$ cat src/rtl/ga_best_tracker_if.sv
// Sample stream from the GA selection buffer into the best tracker.
// Signals: in_valid (sample present), in_chrom (chromosome), in_fit (signed fitness).
interface ga_best_tracker_if #(
    parameter int CHROM_W = 8,
    parameter int FIT_W   = 27
);
    logic               in_valid;
    logic [CHROM_W-1:0] in_chrom;
    logic [FIT_W-1:0]   in_fit;

    modport master (
        output in_valid,
        output in_chrom,
        output in_fit
    );

    modport slave (
        input in_valid,
        input in_chrom,
        input in_fit
    );
endinterface

$ cat src/rtl/ga_best_tracker.sv
// Tracks the best (chromosome, fitness) pair of a GA run, counts generations
// and raises done on generation limit or fitness stall.
// Ports: clk, reset (async, active-high), start (restart pulse),
//   in_if (sample stream, slave), best/best_fit/best_gen (best individual),
//   gen_count (completed generations), improved (update pulse),
//   running (RUN state), done (DONE state).
module ga_best_tracker #(
    parameter int CHROM_W   = 8,
    parameter int FIT_W     = 27,
    parameter int POP_SIZE  = 16,
    parameter int MAX_GEN   = 64,
    parameter int STALL_GEN = 8,
    localparam int GW = $clog2(MAX_GEN + 1)
) (
    input  logic               clk,
    input  logic               reset,
    input  logic               start,
    ga_best_tracker_if.slave   in_if,
    output logic [CHROM_W-1:0] best,
    output logic [FIT_W-1:0]   best_fit,
    output logic [GW-1:0]      best_gen,
    output logic [GW-1:0]      gen_count,
    output logic               improved,
    output logic               running,
    output logic               done
);
    localparam int SW = $clog2(POP_SIZE);
    localparam int TW = $clog2(STALL_GEN + 1);

    localparam logic [GW-1:0] GEN_LIM   = GW'(MAX_GEN);
    localparam logic [SW-1:0] SMP_LAST  = SW'(POP_SIZE - 1);
    localparam logic [TW-1:0] STALL_LIM = TW'(STALL_GEN);

    typedef enum logic [1:0] {
        S_IDLE,
        S_RUN,
        S_DONE
    } state_t;

    state_t             state_q;
    logic [CHROM_W-1:0] best_q;
    logic [FIT_W-1:0]   best_fit_q;
    logic [GW-1:0]      best_gen_q;
    logic [GW-1:0]      gen_q;
    logic [SW-1:0]      smp_q;
    logic [TW-1:0]      stall_q;
    logic               best_valid_q;
    logic               gen_imp_q;
    logic               improved_q;
    logic               running_q;
    logic               done_q;

    logic               beat_d;
    logic               wrap_d;
    logic               term_d;
    logic [GW-1:0]      gen_d;
    logic [TW-1:0]      stall_d;

    always_comb begin
        // Strict signed compare: ties keep the earlier individual.
        beat_d = !best_valid_q ||
                 ($signed(in_if.in_fit) > $signed(best_fit_q));
        wrap_d = (smp_q == SMP_LAST);
        // Termination looks at the values left by the last boundary.
        term_d = (gen_q == GEN_LIM) || (stall_q == STALL_LIM);
        gen_d  = (gen_q == GEN_LIM) ? gen_q : gen_q + GW'(1);
        // An improvement on the boundary sample itself also resets stall.
        if (gen_imp_q || beat_d) begin
            stall_d = '0;
        end else if (stall_q == STALL_LIM) begin
            stall_d = stall_q;
        end else begin
            stall_d = stall_q + TW'(1);
        end
    end

    always_ff @(posedge clk or posedge reset) begin
        if (reset) begin
            state_q      <= S_IDLE;
            best_q       <= '0;
            best_fit_q   <= '0;
            best_gen_q   <= '0;
            gen_q        <= '0;
            smp_q        <= '0;
            stall_q      <= '0;
            best_valid_q <= 1'b0;
            gen_imp_q    <= 1'b0;
            improved_q   <= 1'b0;
            running_q    <= 1'b0;
            done_q       <= 1'b0;
        end else begin
            improved_q <= 1'b0;
            unique case (state_q)
                S_IDLE, S_DONE: begin
                    if (start) begin
                        state_q      <= S_RUN;
                        running_q    <= 1'b1;
                        done_q       <= 1'b0;
                        best_q       <= '0;
                        best_fit_q   <= '0;
                        best_gen_q   <= '0;
                        gen_q        <= '0;
                        smp_q        <= '0;
                        stall_q      <= '0;
                        best_valid_q <= 1'b0;
                        gen_imp_q    <= 1'b0;
                    end
                end
                S_RUN: begin
                    if (term_d) begin
                        // Any sample in this cycle is dropped.
                        state_q   <= S_DONE;
                        running_q <= 1'b0;
                        done_q    <= 1'b1;
                    end else if (in_if.in_valid) begin
                        if (beat_d) begin
                            best_q       <= in_if.in_chrom;
                            best_fit_q   <= in_if.in_fit;
                            best_gen_q   <= gen_q;
                            improved_q   <= 1'b1;
                            best_valid_q <= 1'b1;
                            gen_imp_q    <= 1'b1;
                        end
                        if (wrap_d) begin
                            smp_q     <= '0;
                            gen_q     <= gen_d;
                            stall_q   <= stall_d;
                            gen_imp_q <= 1'b0;
                        end else begin
                            smp_q <= smp_q + SW'(1);
                        end
                    end
                end
                default: begin
                    state_q   <= S_IDLE;
                    running_q <= 1'b0;
                    done_q    <= 1'b0;
                end
            endcase
        end
    end

    assign best      = best_q;
    assign best_fit  = best_fit_q;
    assign best_gen  = best_gen_q;
    assign gen_count = gen_q;
    assign improved  = improved_q;
    assign running   = running_q;
    assign done      = done_q;
endmodule

$ cat src/flat_wrapper.sv
// flat-port wrapper written by rule: the top's interface ports become plain ports
module ga_best_tracker_flat 
#(
    parameter int CHROM_W   = 8,
    parameter int FIT_W     = 27,
    parameter int POP_SIZE  = 16,
    parameter int MAX_GEN   = 64,
    parameter int STALL_GEN = 8,
    localparam int GW = $clog2(MAX_GEN + 1)
)
  (clk, reset, start, best, best_fit, best_gen, gen_count, improved, running, done, in_if_in_valid, in_if_in_chrom, in_if_in_fit);
  ga_best_tracker_if #(.CHROM_W(CHROM_W), .FIT_W(FIT_W)) in_if_i ();
  input  logic clk;
  input  logic reset;
  input  logic start;
  output logic [CHROM_W-1:0] best;
  output logic [FIT_W-1:0] best_fit;
  output logic [GW-1:0] best_gen;
  output logic [GW-1:0] gen_count;
  output logic improved;
  output logic running;
  output logic done;
  input wire logic [$bits(in_if_i.in_valid)-1:0] in_if_in_valid;
  input wire logic [$bits(in_if_i.in_chrom)-1:0] in_if_in_chrom;
  input wire logic [$bits(in_if_i.in_fit)-1:0] in_if_in_fit;
  assign in_if_i.in_valid = in_if_in_valid;
  assign in_if_i.in_chrom = in_if_in_chrom;
  assign in_if_i.in_fit = in_if_in_fit;
  ga_best_tracker #(.CHROM_W(CHROM_W), .FIT_W(FIT_W), .POP_SIZE(POP_SIZE), .MAX_GEN(MAX_GEN), .STALL_GEN(STALL_GEN)) u_core (.clk(clk), .reset(reset), .start(start), .in_if(in_if_i), .best(best), .best_fit(best_fit), .best_gen(best_gen), .gen_count(gen_count), .improved(improved), .running(running), .done(done));
endmodule
$ cat config.mk
export PLATFORM = sky130hd
export DESIGN_NAME = ga_best_tracker_flat
export DESIGN_NICKNAME = d
export VERILOG_FILES = /design/src/rtl/ga_best_tracker_if.sv /design/src/rtl/ga_best_tracker.sv /design/src/flat_wrapper.sv
export SDC_FILE = /design/constraint.sdc
export NUM_CORES = 1
export LEC_CHECK = 0
export CORE_ASPECT_RATIO = 1.1
export CORE_MARGIN = 4
export CORE_UTILIZATION = 25
export CTS_CLUSTER_SIZE = 25
export DETAILED_ROUTE_END_ITERATION = 12
export MAX_ROUTING_LAYER = met4
export REMOVE_ABC_BUFFERS = 1
export SYNTH_ARGS = -nofsm -noshare
export SYNTH_HDL_FRONTEND = slang
export SYNTH_SLANG_ARGS = --single-unit
$ cat constraint.sdc
create_clock -name clk -period 2.42 [get_ports clk]
set_input_delay 0.484 -clock clk [delete_from_list [all_inputs] [get_ports clk]]
set_output_delay 0.484 -clock clk [all_outputs]
set_load 0.03 [all_outputs]
==> flow_metrics.env <==
export IMPL_status="finished, violations left"
export IMPL_violations="negative setup slack"
export IMPL_antenna_left=0
export IMPL_maxCapViolations=0
export IMPL_yosys_warnings=0
export IMPL_start_util_pct=25.55
export IMPL_track_usage_pct=12.85
export IMPL_syn_inst=308
export IMPL_drc=0
export IMPL_port_buffers=90
export IMPL_worst_slack_ns=-0.2671
export IMPL_synth_area_leader_cell="dfrtp_1"
export IMPL_min_period_ns=2.687
export IMPL_htreeDepth=3
export IMPL_vias=3008
export IMPL_synthFlopType="dfrtp_1"
export IMPL_worstSetupPathType="input port to flop"
export IMPL_drt_iter0_markers=153
export IMPL_synth_most_common_cell="dfrtp_1"
export IMPL_core_area_um2=13270
export IMPL_synth_top_cell_area_share_pct=46.51
export IMPL_fin_skew_ns=0.006347
export IMPL_crit_required_ns=2.63
export IMPL_vias_per_cell=4.664
export IMPL_hold_buffers=0
export IMPL_relSlewSlack_pct=66.28
export IMPL_ys_seq_area_share_pct=46.51
export IMPL_p_switching_uw=2418
export IMPL_cp_slowest_cell="or4_4"
export IMPL_clockPowerShare_pct=19.9
export IMPL_die_w_um=119.0
export IMPL_grt_start_max_net_pins=51
export IMPL_worst_pin_slew_ns=0.5059
export IMPL_totalWireLength_um=9535
export IMPL_timing_hold_ws_ns=0.4310
export IMPL_fin_crit_sh_pct=111.0
export IMPL_cp_cell_sequence="dlygate4sd2_1, ha_1, nand4_1, buf_4, a2111oi_2, or4_4, o211a_4, nor2_4, a211oi_4, buf_12, a32o_2"
export IMPL_ir_drop_v=0.0004447
export IMPL_fp_dieH_um=130.1
export IMPL_finalHoldViolCount=0
export IMPL_drive_above_1_share_pct=31.67
export IMPL_ys_seq_elements=63
export IMPL_place_gp_congestion=0.7746
export IMPL_dr_pass1_iters=4
export IMPL_switching_share_pct=37.62
export IMPL_fin_util_pct=40.74
export IMPL_seq_power_share_pct=25.2
export IMPL_nFillCells=1263
export IMPL_cp_max_fo=43
export IMPL_final_area_um2=5405
export IMPL_grt_pass1_vias=3205
export IMPL_cts_buffer_depth=2
export IMPL_die_area_um2=15490
export IMPL_end_kind="flop"
export IMPL_synth_area_per_cell_um2=11.00
export IMPL_grt_overflow_total=0
export IMPL_intPower_uw=4009
export IMPL_powerDensity_nw_per_um2=1189
export IMPL_total_leakage_power_uw=0.002569
export IMPL_clock_latency_ns=0.33
export IMPL_grt_antenna_before_repair=0
export IMPL_ys_top_cells_by_area="dfrtp_1, a32o_2, ha_1"
export IMPL_startpoint_type="input port"
export IMPL_power_uw=6427
export IMPL_wl_per_cell_um=14.78
export IMPL_hpwl_um=6606
export IMPL_synth_distinct_cells=35
export IMPL_clkSinkCount=63
export IMPL_fin_cells=645
export IMPL_clock_root_buffer="clkbuf_16"
export IMPL_synth_edf_count=0
export IMPL_num_rows=44
export IMPL_setup_violations=48
export IMPL_rsz0062_at_grt="true"
export IMPL_final_net_count=528
export IMPL_ioPinCount=91
export IMPL_slowest_delay_ns=0.55
export IMPL_antenna_cells=0
export IMPL_syn_area_um2=3390
export IMPL_clkTransAtPathRegs_ns=0.05
export IMPL_cp_arrival_ns=2.90
export IMPL_max_freq_ghz=0.3722
export IMPL_dp_cells=623
export IMPL_drv_slew=0
export IMPL_placed_cell_area_um2=4870
export IMPL_power_frac_comb_pct=54.9
export IMPL_cts_buffers=9
export IMPL_worst_path_buf_inv=3
export IMPL_grt_pass1_wl_um=15680
export IMPL_cts_tree="yes"
export IMPL_hold_path_class="input port to asynchronous set/reset pin"
export IMPL_crit_family="simple AND/OR/NAND/NOR gates"
export IMPL_synthArstFlopShare_pct=100.0
export IMPL_synthTopCellsByCount="dfrtp_1, a32o_2, inv_1"
export IMPL_syn2layout_area_growth_pct=59.47
per-stage QoR:
step	TNS [ns]	setup WS (ns)
finish	-11.60	-0.2671
global route	-15.37	-0.3453
CTS	-8.788	-0.2101
floorplan	-36.22	-0.8091
global placement	-44.60	-0.9514
detailed placement	-43.46	-0.9320
area by class of cell:
type | instances | area (um^2) | share of cell area, %
Clock inverter | 3 | 42.54 | 0.7870
Timing Repair Buffer | 153 | 1423 | 26.32
Tap cell | 184 | 230.2 | 4.259
Inverter | 36 | 135.1 | 2.500
Sequential cell | 63 | 1577 | 29.17
Clock buffer | 12 | 256.5 | 4.745
Multi-Input combinational cell | 194 | 1742 | 32.22
what timing repair did:
item	4_1_cts	5_1_grt
buffers inserted	5	2
pin swaps	39	3
gates resized for setup	51	12
gates cloned	1	0
endpoints found under the setup margin	48	48
power groups by stage:
stage                     clock, uW  combinational [uW]  sequential, uW
after floorplan                   0                1090            2260
after global placement            0                3200            1620
after detailed placement          0                3240            1630
after CTS                      1320                3460            1620
after global routing           1370                3820            1660
final                          1280                3530            1620
cells in the final DEF (no fill, tap or decap), types with 14 or more instances in the layout:
cell type	instances
dfrtp_1	63
a21oi_1	14
dlygate4sd2_1	23
ha_1	23
buf_4	56
nand2_1	17
a32o_2	39
inv_1	34
clkdlybuf4s50_1	65
o21ai_0	14
kinds of logic (layout without fill, tap and decap cells):
kind of cell               Yosys count  count (layout)  synth area share, %
AOI/OAI and AO/OA                   91              91                22.70
xor gates and xnor gates             3               3               0.7753
adders and majority gates           32              32                11.81
buffers and inverters               51             204                7.641
DFF                                 63              63                46.51
and+or+nand+nor                     68              68                10.56
registers in the layout, summed over array words and instances, names as in the netlist:
signal,cells
u_core.best_fit,27
u_core.best,8
u_core.best_gen,7
u_core.gen_count,7
u_core.smp_q,4
u_core.stall_q,4
u_core.best_valid_q,1
u_core.done,1
u_core.gen_imp_q,1
u_core.improved,1
u_core.running,1
u_core.state_q,1
path summary, 6_finish.rpt:
kind	start	end	slack, ns	cells past startpoint
worst min register to register	u_core.smp_q[3]$_DFFE_PP0P_	u_core.smp_q[3]$_DFFE_PP0P_	0.49	1
worst max-delay path	in_if_in_fit[23]	u_core.best_gen[1]$_DFFE_PP0P_	-0.27	11
max in group asynchronous	reset	u_core.best_gen[0]$_DFFE_PP0P_	1.40	3
worst min-delay path	reset	u_core.best[7]$_DFFE_PP0P_	0.43	2
min in group clk	u_core.smp_q[3]$_DFFE_PP0P_	u_core.smp_q[3]$_DFFE_PP0P_	0.49	1
worst max register to register	u_core.best_fit[25]$_DFFE_PP0P_	u_core.best_gen[1]$_DFFE_PP0P_	-0.26	11
worst register-to-register path: cells and delay by family, from the launching register on:
kind / cells / cell delay (ns)
buffers and inverters: 3 / 0.38
adder cells (fa/ha/maj): 1 / 0.31
flip-flops: 1 / 0.36
AO/OA/AOI/OAI: 4 / 0.67
AND/OR/NAND/NOR: 3 / 0.84
metal layers:
metal / track usage, % / share of wire [%] / vias up / routed length, um
met3: 1.994 / 2.4 / 7 / 233
met1: 14.60 / 43 / 1498 / 4111
met2: 22.78 / 53 / 45 / 5052
met5: - / 0 / - / 0
met4: 5.112 / 1.4 / 0 / 138
li1: - / - / 1458 / -
No activity file was read; power rests on OpenSTA's default activity.
